===== src/rtl/md6_bram_target.sv =====
// BRAM-port responder for the MD6 control engine: CTRL/STATUS/RESULT/SCRATCH
// registers plus a command FIFO feeding the engine, with one-cycle read latency.
module md6_bram_target #(
  parameter int FIFO_LOG2  = 3,
  parameter int ADDR_WIDTH = 14
) (
  input  logic                  CLK,
  input  logic                  RST_N,
  input  logic [ADDR_WIDTH-1:0] bramAddr,
  input  logic [31:0]           bramDout,
  input  logic [3:0]            bramWEN,
  input  logic                  bramEN,
  output logic [31:0]           bramDin,
  output logic                  start_pulse,
  output logic                  cmd_valid,
  output logic [31:0]           cmd_data,
  input  logic                  cmd_ready,
  input  logic                  done_in,
  input  logic [31:0]           result_in
);

  localparam int DEPTH = 1 << FIFO_LOG2;
  localparam logic [FIFO_LOG2:0]    FULL_CNT = (FIFO_LOG2+1)'(DEPTH);
  localparam logic [ADDR_WIDTH-1:0] A_CTRL   = ADDR_WIDTH'(0);
  localparam logic [ADDR_WIDTH-1:0] A_STAT   = ADDR_WIDTH'(1);
  localparam logic [ADDR_WIDTH-1:0] A_PUSH   = ADDR_WIDTH'(2);
  localparam logic [ADDR_WIDTH-1:0] A_RES    = ADDR_WIDTH'(3);
  localparam logic [ADDR_WIDTH-1:0] A_SCR    = ADDR_WIDTH'(4);

  logic [31:0]          din_q, din_d;
  logic                 start_q, start_d;
  logic                 busy_q, busy_d;
  logic                 done_q, done_d;
  logic                 ovf_q, ovf_d;
  logic [31:0]          result_q, result_d;
  logic [31:0]          scratch_q, scratch_d;
  logic [FIFO_LOG2-1:0] wr_ptr_q, wr_ptr_d;
  logic [FIFO_LOG2-1:0] rd_ptr_q, rd_ptr_d;
  logic [FIFO_LOG2:0]   count_q, count_d;
  logic [31:0]          mem_q [DEPTH];

  logic        wr, start_req, flush, w1c_done, w1c_ovf, push;
  logic        full, empty, pop, do_push, ovf_set;
  logic [31:0] status, rdata;

  assign wr        = bramEN && (bramWEN != 4'h0);
  assign start_req = wr && (bramAddr == A_CTRL) && bramWEN[0] && bramDout[0];
  assign flush     = wr && (bramAddr == A_CTRL) && bramWEN[0] && bramDout[1];
  assign w1c_done  = wr && (bramAddr == A_STAT) && bramWEN[0] && bramDout[1];
  assign w1c_ovf   = wr && (bramAddr == A_STAT) && bramWEN[0] && bramDout[2];
  assign push      = wr && (bramAddr == A_PUSH) && (bramWEN == 4'hF);

  assign full    = (count_q == FULL_CNT);
  assign empty   = (count_q == '0);
  assign pop     = cmd_valid && cmd_ready;
  // A push into a full FIFO still lands if the head leaves in the same cycle.
  assign do_push = push && (!full || pop);
  assign ovf_set = push && full && !pop;

  assign status = {16'h0, 8'(count_q), 3'b0, empty, full, ovf_q, done_q, busy_q};

  always_comb begin
    rdata = 32'h0;
    case (bramAddr)
      A_STAT:  rdata = status;
      A_RES:   rdata = result_q;
      A_SCR:   rdata = scratch_q;
      default: rdata = 32'h0;
    endcase
  end

  always_comb begin
    din_d     = bramEN ? rdata : din_q;
    start_d   = start_req;
    busy_d    = start_req | (busy_q & ~done_in);
    done_d    = done_in | (done_q & ~w1c_done);
    ovf_d     = ovf_set | (ovf_q & ~w1c_ovf);
    result_d  = done_in ? result_in : result_q;
    scratch_d = scratch_q;
    for (int i = 0; i < 4; i++)
      if (wr && (bramAddr == A_SCR) && bramWEN[i])
        scratch_d[8*i +: 8] = bramDout[8*i +: 8];
    wr_ptr_d = wr_ptr_q;
    rd_ptr_d = rd_ptr_q;
    count_d  = count_q;
    if (flush) begin
      wr_ptr_d = '0;
      rd_ptr_d = '0;
      count_d  = '0;
    end else begin
      if (do_push) wr_ptr_d = wr_ptr_q + FIFO_LOG2'(1);
      if (pop)     rd_ptr_d = rd_ptr_q + FIFO_LOG2'(1);
      case ({do_push, pop})
        2'b10:   count_d = count_q + (FIFO_LOG2+1)'(1);
        2'b01:   count_d = count_q - (FIFO_LOG2+1)'(1);
        default: count_d = count_q;
      endcase
    end
  end

  always_ff @(posedge CLK or negedge RST_N) begin
    if (!RST_N) begin
      din_q     <= 32'h0;
      start_q   <= 1'b0;
      busy_q    <= 1'b0;
      done_q    <= 1'b0;
      ovf_q     <= 1'b0;
      result_q  <= 32'h0;
      scratch_q <= 32'h0;
      wr_ptr_q  <= '0;
      rd_ptr_q  <= '0;
      count_q   <= '0;
    end else begin
      din_q     <= din_d;
      start_q   <= start_d;
      busy_q    <= busy_d;
      done_q    <= done_d;
      ovf_q     <= ovf_d;
      result_q  <= result_d;
      scratch_q <= scratch_d;
      wr_ptr_q  <= wr_ptr_d;
      rd_ptr_q  <= rd_ptr_d;
      count_q   <= count_d;
    end
  end

  // Storage needs no reset; occupancy is tracked entirely by the pointers and count.
  always_ff @(posedge CLK) begin
    if (!flush && do_push) mem_q[wr_ptr_q] <= bramDout;
  end

  assign bramDin     = din_q;
  assign start_pulse = start_q;
  assign cmd_valid   = !empty;
  assign cmd_data    = mem_q[rd_ptr_q];

endmodule


===== config.mk =====
export PLATFORM = sky130hd
export DESIGN_NAME = md6_bram_target
export DESIGN_NICKNAME = d
export VERILOG_FILES = /design/src/rtl/md6_bram_target.sv
export SDC_FILE = /design/constraint.sdc
export NUM_CORES = 1
export LEC_CHECK = 0
export ABC_AREA = 1
export BUFFER_PORTS_ARGS = -buffer_cell sky130_fd_sc_hd__buf_2
export CORE_UTILIZATION = 53
export DETAILED_ROUTE_END_ITERATION = 12
export GPL_TIMING_DRIVEN = 0
export PLACE_DENSITY = 0.73
export RECOVER_POWER = 50
export SYNTH_ARGS = -nofsm -noshare
export SYNTH_HDL_FRONTEND = slang
export SYNTH_SLANG_ARGS = --single-unit

===== constraint.sdc =====
create_clock -name CLK -period 4.43 [get_ports CLK]
set_input_delay 0.443 -clock CLK [delete_from_list [all_inputs] [get_ports CLK]]
set_output_delay 0.443 -clock CLK [all_outputs]
set_load 0.1 [all_outputs]

# Yosys cells after proc, flatten, opt, wreduce, memory -nomap -nowiden
# Memories as Yosys holds them, arrays and structs flattened.
# Cells that the tools add are included.
dict set report op_classes {
  reduce_logical 32
  n_eq_ne 8
  n_mux 9
  n_addsub 4
  bitwise 9
}
# op count
set ops {}
lappend ops {{32-bit one-hot mux with 3 select lines} 1}
lappend ops {{14-bit by 2-bit == test with 1-bit output, second input constant} 2}
lappend ops {{1-bit logical AND} 21}
lappend ops {{14-bit by 1-bit == test with 1-bit output, second input constant} 1}
lappend ops {{14-bit by 3-bit == test with 1-bit output, second input constant} 1}
lappend ops {{14-bit logical NOT} 1}
lappend ops {{3-bit 2-to-1 mux} 4}
lappend ops {{4-bit == test, second input constant} 2}
lappend ops {{4-bit one-hot mux with 2 select lines} 1}
lappend ops {{3-bit by 1-bit adder with 3-bit output, second input constant} 2}
lappend ops {{4-bit by 1-bit adder with 4-bit output, second input constant} 1}
lappend ops {{1-bit logical NOT} 4}
lappend ops {{4-bit logical NOT} 1}
lappend ops {{4-bit 2-to-1 mux} 1}
lappend ops {{2-bit nonzero test} 2}
lappend ops {{4-bit nonzero test} 1}
lappend ops {{4-bit by 1-bit subtractor with 4-bit output, second input constant} 1}
lappend ops {{1-bit AND} 3}
lappend ops {{1-bit NOT} 3}
lappend ops {{1-bit bitwise OR} 3}
lappend ops {{3-bit nonzero test} 1}
lappend ops {{2-bit by 1-bit == test with 1-bit output, second input constant} 1}
lappend ops {{2-bit == test, second input constant} 1}
lappend ops {{1-bit 2-to-1 mux} 2}
lappend ops {{1-bit logical OR} 1}
dict set report totals {
  ramBits 256
  ff_bits 110
  mem_count 1
  input_bits 87
}
# name words width rd rd_clocked_by_memory_dff write_ports line
set mem_list {}
lappend mem_list {mem_q 8 32 1 0 1 40} ;# logic [31:0] mem_q [DEPTH];

# Logic depth before layout (Yosys ltp)
# Gate-level depths: netlist of run 1.
dict set report logic_depth {
  depth_word 9
  ltp_mapped 18
  depth_no_buf 17
}

# Worst setup path before layout of run 1
# Ideal clock, no wire load.
dict set report synth_path {
  path_type {input -> register}
  startpoint {in bramEN}
  endpoint {mem mem_q[4][0], enable pin}
  path_buffers 1
  setup_slack_ns 0.413
  required_time_ns 3.969
  arrival_time_ns 3.555
  path_stages 6
  setup_time_ns 0.461
  path_cell_list {clkbuf_1 > nand2_1 > nor2_2 > nand3_1 > or2_4 > nor3_1}
}
dict set report synth_via {
  elab_chain_cells 8
}
# element line
set synth_rtl {}
lappend synth_rtl {{start, declared} 12} ;# input logic bramEN,
lappend synth_rtl {{1-bit logical AND (*)} 46} ;# assign wr = bramEN && (bramWEN != 4'h0);
lappend synth_rtl {{1-bit logical AND (3 in series)} 48} ;# assign flush = wr && (bramAddr == A_CTRL) && bramWEN[0] && bramDout[1];
lappend synth_rtl {{1-bit logical NOT} 129} ;# if (!flush && do_push) mem_q[wr_ptr_q] <= bramDout;
lappend synth_rtl {{1-bit logical AND (*)} 129}
lappend synth_rtl {{1-bit 2-to-1 mux (*)} 129}
lappend synth_rtl {{1-bit 2-to-1 mux (not written as such) (*)} 129}
lappend synth_rtl {{end, declared} 40}
# Mark *: on every way between the ends. The rest lies on a longest branch, timed or not.

# Worst setup path after layout of run 1
dict set report layout_path {
  startpoint {reg rd_ptr_q[0]}
  endpoint {out cmd_data[28]}
}
dict set report layout_via {
  elab_chain_cells 1
}
# element line
set layout_rtl {}
lappend layout_rtl {{start, declared} 38} ;# logic [FIFO_LOG2-1:0] rd_ptr_q, rd_ptr_d;
lappend layout_rtl {{start signal, assigned} 122} ;# rd_ptr_q <= rd_ptr_d;
lappend layout_rtl {{memory 8 x 32 bit} n/a}
lappend layout_rtl {{end, declared} 16} ;# output logic [31:0] cmd_data,
# Every way passes these cells.

==> results of run 1 <==
## flip-flops by register name (all words and copies together), names as in the netlist, 3 cells and up
signal / cells
mem_q: 256
bramDin: 32
result_q: 32
scratch_q: 32
count_q: 4
rd_ptr_q: 3
wr_ptr_q: 3
## cell usage in the layout, fill, tap and decap left out, types with 8 or more instances in the layout
master	count
o32ai_1	64
buf_2	134
clkbuf_16	37
o21ai_0	123
o211ai_1	9
clkbuf_1	89
dfrtp_1	110
nor2_1	212
nand2_1	366
inv_1	57
buf_6	17
nand3_1	48
buf_4	10
edfxtp_1	256
nor3_2	10
buf_1	8
## worst max path at each step
stage / startpoint / slack, ps / cells past startpoint / end
after CTS: rd_ptr_q[0] / 900 / 9 / cmd_data[28]
after detailed placement: bramEN / 1180 / 10 / mem_q[5][16]
final: rd_ptr_q[0] / 890 / 9 / cmd_data[28]
after floorplan: bramEN / 410 / 6 / mem_q[4][0]
after global routing: rd_ptr_q[0] / 790 / 9 / cmd_data[26]
after global placement: bramEN / -1860 / 7 / mem_q[1][18]
## critical path: cells and delay by family (launching register included)
family	cells	cell delay (ps)
compound gates	1	140
simple gates	3	380
buf+inv	5	1570
flops	1	470
## cells by family after synthesis
group	share of synthesized area
AOI/OAI and AO/OA	0.0858
buffers and inverters	0.0368
DFF	0.701
and+or+nand+nor	0.172
adders and majority gates	0.00470
xor gates and xnor gates	0.000588
## layer usage
layer	share of wire	up-vias
met5	0	-
met4	0.025	0
met3	0.086	68
met2	0.47	487
met1	0.42	5206
li1	-	5090
## area by class of cell
class,instances,area [um^2]
multi-input cells,855,3950
well taps,378,473
flip-flops and latches,366,10400
diodes,1,2.50
plain buffers,78,334
inverters,57,214
clock inverters,18,183
repair buffers,173,963
clock buffers,46,960
fillers,2218,10200
## power by group through the flow
stage | logic, mW | clock network (mW) | registers [mW]
floorplan | 3.48 | 0 | 3.83
global placement | 4.39 | 0 | 3.85
detailed placement | 4.46 | 0 | 3.85
CTS | 4.47 | 3.03 | 3.78
global route | 4.75 | 3.17 | 3.79
finish | 4.47 | 3.01 | 3.78
## metrics by stage
step / cell area (um^2) / utilization
6_report: 17500 / 0.632
5_1_grt: 17500 / 0.632
4_1_cts: 17600 / 0.634
3_5_place_dp: 16400 / 0.593
3_3_place_gp: 16100 / 0.582
2_1_floorplan: 14900 / -
==> metrics, run 1 <==
hold_ws 35.4 ps; min Tclk post-route 3540 ps; power per cell area 642 nW/um^2; H-tree depth 2; wire length after detailed routing 37.0 mm; Gate power share 0.397; gr ovfl total 0; register area share after synthesis 0.701; EDFF count, synth 256; hold buffers post-CTS 0; measured slew at the worst slew-check pin 2180 ps; Yosys top cell by area edfxtp_1; Initial Util 0.538; Via density 5.50; Relative slew margins -0.451; syn avg cell area 11.0 um^2; fin crit share 0.798; CP Capture Type primary output; initial antenna violation count 0; top cells by area, synth edfxtp_1 (52%), dfrtp_1 (18%), nand2_1 (9.2%); FF-to-FF End mem_q[5][14]; ys flop type edfxtp_1; CTS tree done; Skew-Pair Late Insertion Delay 520 ps; cell mode on critical path buf_2; Leak 7.19 nW; Worst EP arrival 3090 ps; Reg power frac 0.336; root buffer cell clkbuf_16; post_cts resized 0; Die X 170 um; worst setup margin 893 ps; switch share 0.440; Clock Power Share 0.267; Warnings, synthesis 0; grt met1 use 0.357; Post CTS Setup Buffer Count 0; cell count of the worst reg-to-reg path 11; largest net degree at the start of global routing 70; Yosys reg bits 366; cell with the most instances after synthesis nand2_1; clk sinks 366; Required @ worst endpoint 3990 ps; die span in y 170 um; Layout Cells excl Fill 1972; Area Overhead vs Synth 17.6%; switching power 4.96 mW; antenna viol nets, final 0; HPWL Detailed 25.9 mm; Worst Hold Class input pin to async pin; CTS Buffer Depth 3; All-Layer GR Usage 0.264; Overall Power 11.3 mW; Avg WL per Cell 18.8 um; Largest stage delay, worst path 520 ps; cts bufs inserted 37; global placement routability congestion 0.856; core area 27700 um^2; proportion of netlist area held by the largest area contributor 0.516; met3 usage in global routing 0.0520; Internal 6.30 mW; FMAX 0.283 GHz; critical path type flip-flop to primary output; CP max stage cell buf_1; IO buf count 149; Finish-stage setup viols 0; clock slew at reported path FFs 70 ps; drt first pass iters 5; die area 28800 um^2; r2r setup slk 1660 ps; mapped cell area 14900 um^2; vias 10900; Fin. Hold Viols 0; ys async rst share 0.301; Post-Place Worst Slack 1180 ps; worst vdd ir 442 uV; num ports 153; Final nets 1660; CP Cell Sequence buf_2 > inv_1 > buf_2 > buf_1 > nor2_1 > o32ai_1 > nand2_1 > nand2_1 > buf_2; Max Cap Viol 1; 1st-iter DRT viols 1013; status complete, but fails checks; layout cell share with drive strength beyond 1 0.143; met2 GRT Util 0.431; Slew Limit Fails 43; # DRC 0; Post-synth top cells nand2_1 (366), edfxtp_1 (256), nor2_1 (211); Fin Clk Skew 13.2 ps; cells after synthesis 1356; first-pass GRT wire length 57.9 mm; worst r2r src count_q[0]; Cell Rows 61; GRT busiest layer met2; syn_nets 1448; Fin Setup TNS 0 ps; unrepaired setup endpoints after global routing no; failing checks max-capacitance violations, max-slew violations; dpl cells 1907; crit start category flip-flop; post-synth cell types 27; vias in the first global route 10600; CP Max Fanout 10
(Power assumes the default switching activity.)
==> run 2, diff against run 1 <==
Settings changed: PLACE_DENSITY 0.73 to 0.76.
Clock period 4.43 ns to 3.2 ns, I/O delays scaled along.
==> run 2 against run 1 <==
  * The flow now finishes without violations
  * Via count rose by 1.6%
  * Largest cell class unchanged
  * Wire length rose by 2.3%
  * Non-clock buffer count rose by 17
==> metrics, run 2 (same netlist as run 1, synthesis figures left out) <==
CTS Buffer Depth 3 (unchanged); CP Capture Type primary output; HPWL Detailed 25.9 mm (-0.34%); clk sinks 366 (unchanged); Hold Path Origin result_in[24]; Required @ worst endpoint 2880 ps (-1110 ps); Biggest register mem_q; 1st-iter DRT viols 1080 (+6.6%); clock slew at reported path FFs 60 ps (about the same); power per cell area 897 nW/um^2 (+40%); Avg WL per Cell 19.0 um (+1.2%); commonest non-fill, non-tap cell in the layout nand2_1; wire length after detailed routing 37.8 mm (+2.3%); vias 11000 (+1.6%); Worst EP arrival 2810 ps (-280 ps); Fin Setup TNS 0 ps (unchanged); largest net degree at the start of global routing 59 (-16%); core area 27700 um^2 (unchanged); Via density 5.53 (+0.51%); IO buf count 149 (unchanged); initial antenna violation count 1 (+1); unrepaired setup endpoints after global routing yes; measured slew at the worst slew-check pin 1380 ps (-797 ps); cts bufs inserted 37 (unchanged); H-tree depth 2 (unchanged); worst setup margin 72.1 ps (-821 ps); num ports 153 (unchanged); fin crit share 0.977; CP Max Fanout 10 (unchanged); Relative slew margins 0.0811 (+0.532); CP startpoint rd_ptr_q[0]; Final Instance Area 18000 um^2 (+3.0%); Post-Place Worst Slack 222 ps (-962 ps); FMAX 0.320 GHz; Initial Util 0.538 (unchanged); critical path type flip-flop to primary output; worst r2r src count_q[0]; Finish-stage setup viols 0 (unchanged); crit start category flip-flop; global placement routability congestion 0.836 (-2.4%); min Tclk post-route 3130 ps; Overall Power 16.2 mW (+44%); DP Area 16500 um^2 (+0.60%); Fin Clk Skew 30.9 ps (+17.7 ps); root buffer cell clkbuf_16; Cell Rows 61 (unchanged); Area Overhead vs Synth 21.1%; commonest non-fill, non-tap cells in the layout nand2_1 (366), edfxtp_1 (256), nor2_1 (212), o21ai_0 (123), dfrtp_1 (110); Largest register FFs 256 (unchanged); Worst Hold Class input pin to flip-flop; layout cell share with drive strength beyond 1 0.150 (+0.00681); die area 28800 um^2 (unchanged); first-pass GRT wire length 58.2 mm (+0.45%); drt first pass iters 8 (+3); status completed; die span in y 170 um (unchanged); Final nets 1677 (+1.0%); All-Layer GR Usage 0.266 (+0.00274); # DRC 0 (unchanged); antenna viol nets, final 0 (unchanged); vias in the first global route 10800 (+1.4%); Die X 170 um (unchanged); gr ovfl total 0 (unchanged); worst vdd ir 552 uV (+25%); Max Cap Viol 0 (-1); Fin. Hold Viols 0 (unchanged); CTS tree done; Skew-Pair Late Insertion Delay 530 ps (about the same); Slew Limit Fails 0 (-100%); Leak 7.42 nW (+3.2%)
==> run 2: power by group <==
part	switching [mW]	internal (mW)
clock	1.78	2.68
sequential	0.0778	5.16
combinational	5.09	1.41
==> run 2: worst max-delay path, stage by stage, from the launching register on <==
cell and delay, ps:
dfrtp_1 470, buf_4 230, inv_1 90, buf_2 250, clkbuf_4 300, nor2_1 70, o32ai_1 260, nand2_1 120
nand2_1 160, buf_4 310
==> run 2: routing by layer <==
layer / up-vias / routed length [um] / track usage
met1: 5311 / 15400 / 0.358
li1: 5123 / - / -
met4: 0 / 896 / 0.0850
met5: - / 0 / 0
met2: 523 / 18200 / 0.442
met3: 66 / 3350 / 0.0485
==> run 2: path summary, 6_finish.rpt <==
check                           cells after the start  slack (ps)           end
worst max-delay path                                9          70  cmd_data[26]
worst min-delay path                                3          20  result_q[24]
worst max register to register                     10         480  mem_q[5][17]
worst min register to register                      2         480    bramDin[8]
max in group asynchronous                           3         570   result_q[9]
min in group asynchronous                           2         630  result_q[19]
==> run 2: layout make-up <==
cell class | count | area, um^2
antenna | 1 | 2.50
buffer | 77 | 357
clock buffer | 53 | 1070
clock inverter | 15 | 191
fill | 2055 | 9660
inverter | 57 | 214
multi-input combinational | 855 | 3980
sequential | 366 | 10400
tap | 378 | 473
timing repair buffer | 191 | 1320
==> run 2: what timing repair did <==
| action | CTS | global route |
|---|---|---|
| resized for setup | 15 | 40 |
| hold endpoints to repair | 72 | 0 |
| endpoints found under the setup margin | 31 | 29 |
| setup buffers | 0 | 0 |
| hold buffers | 21 | 0 |
==> run 2: metrics by stage <==
| stage | instances | hold WS (ps) | util |
|---|---|---|---|
| after detailed placement | 1904 | 408 | 0.597 |
| after floorplan | 1356 | 24.4 | - |
| after global routing | 1993 | 14.8 | 0.651 |
| after CTS | 1992 | 0.0631 | 0.651 |
| after global placement | 1883 | 459 | 0.583 |
| final | 1993 | 22.5 | 0.651 |
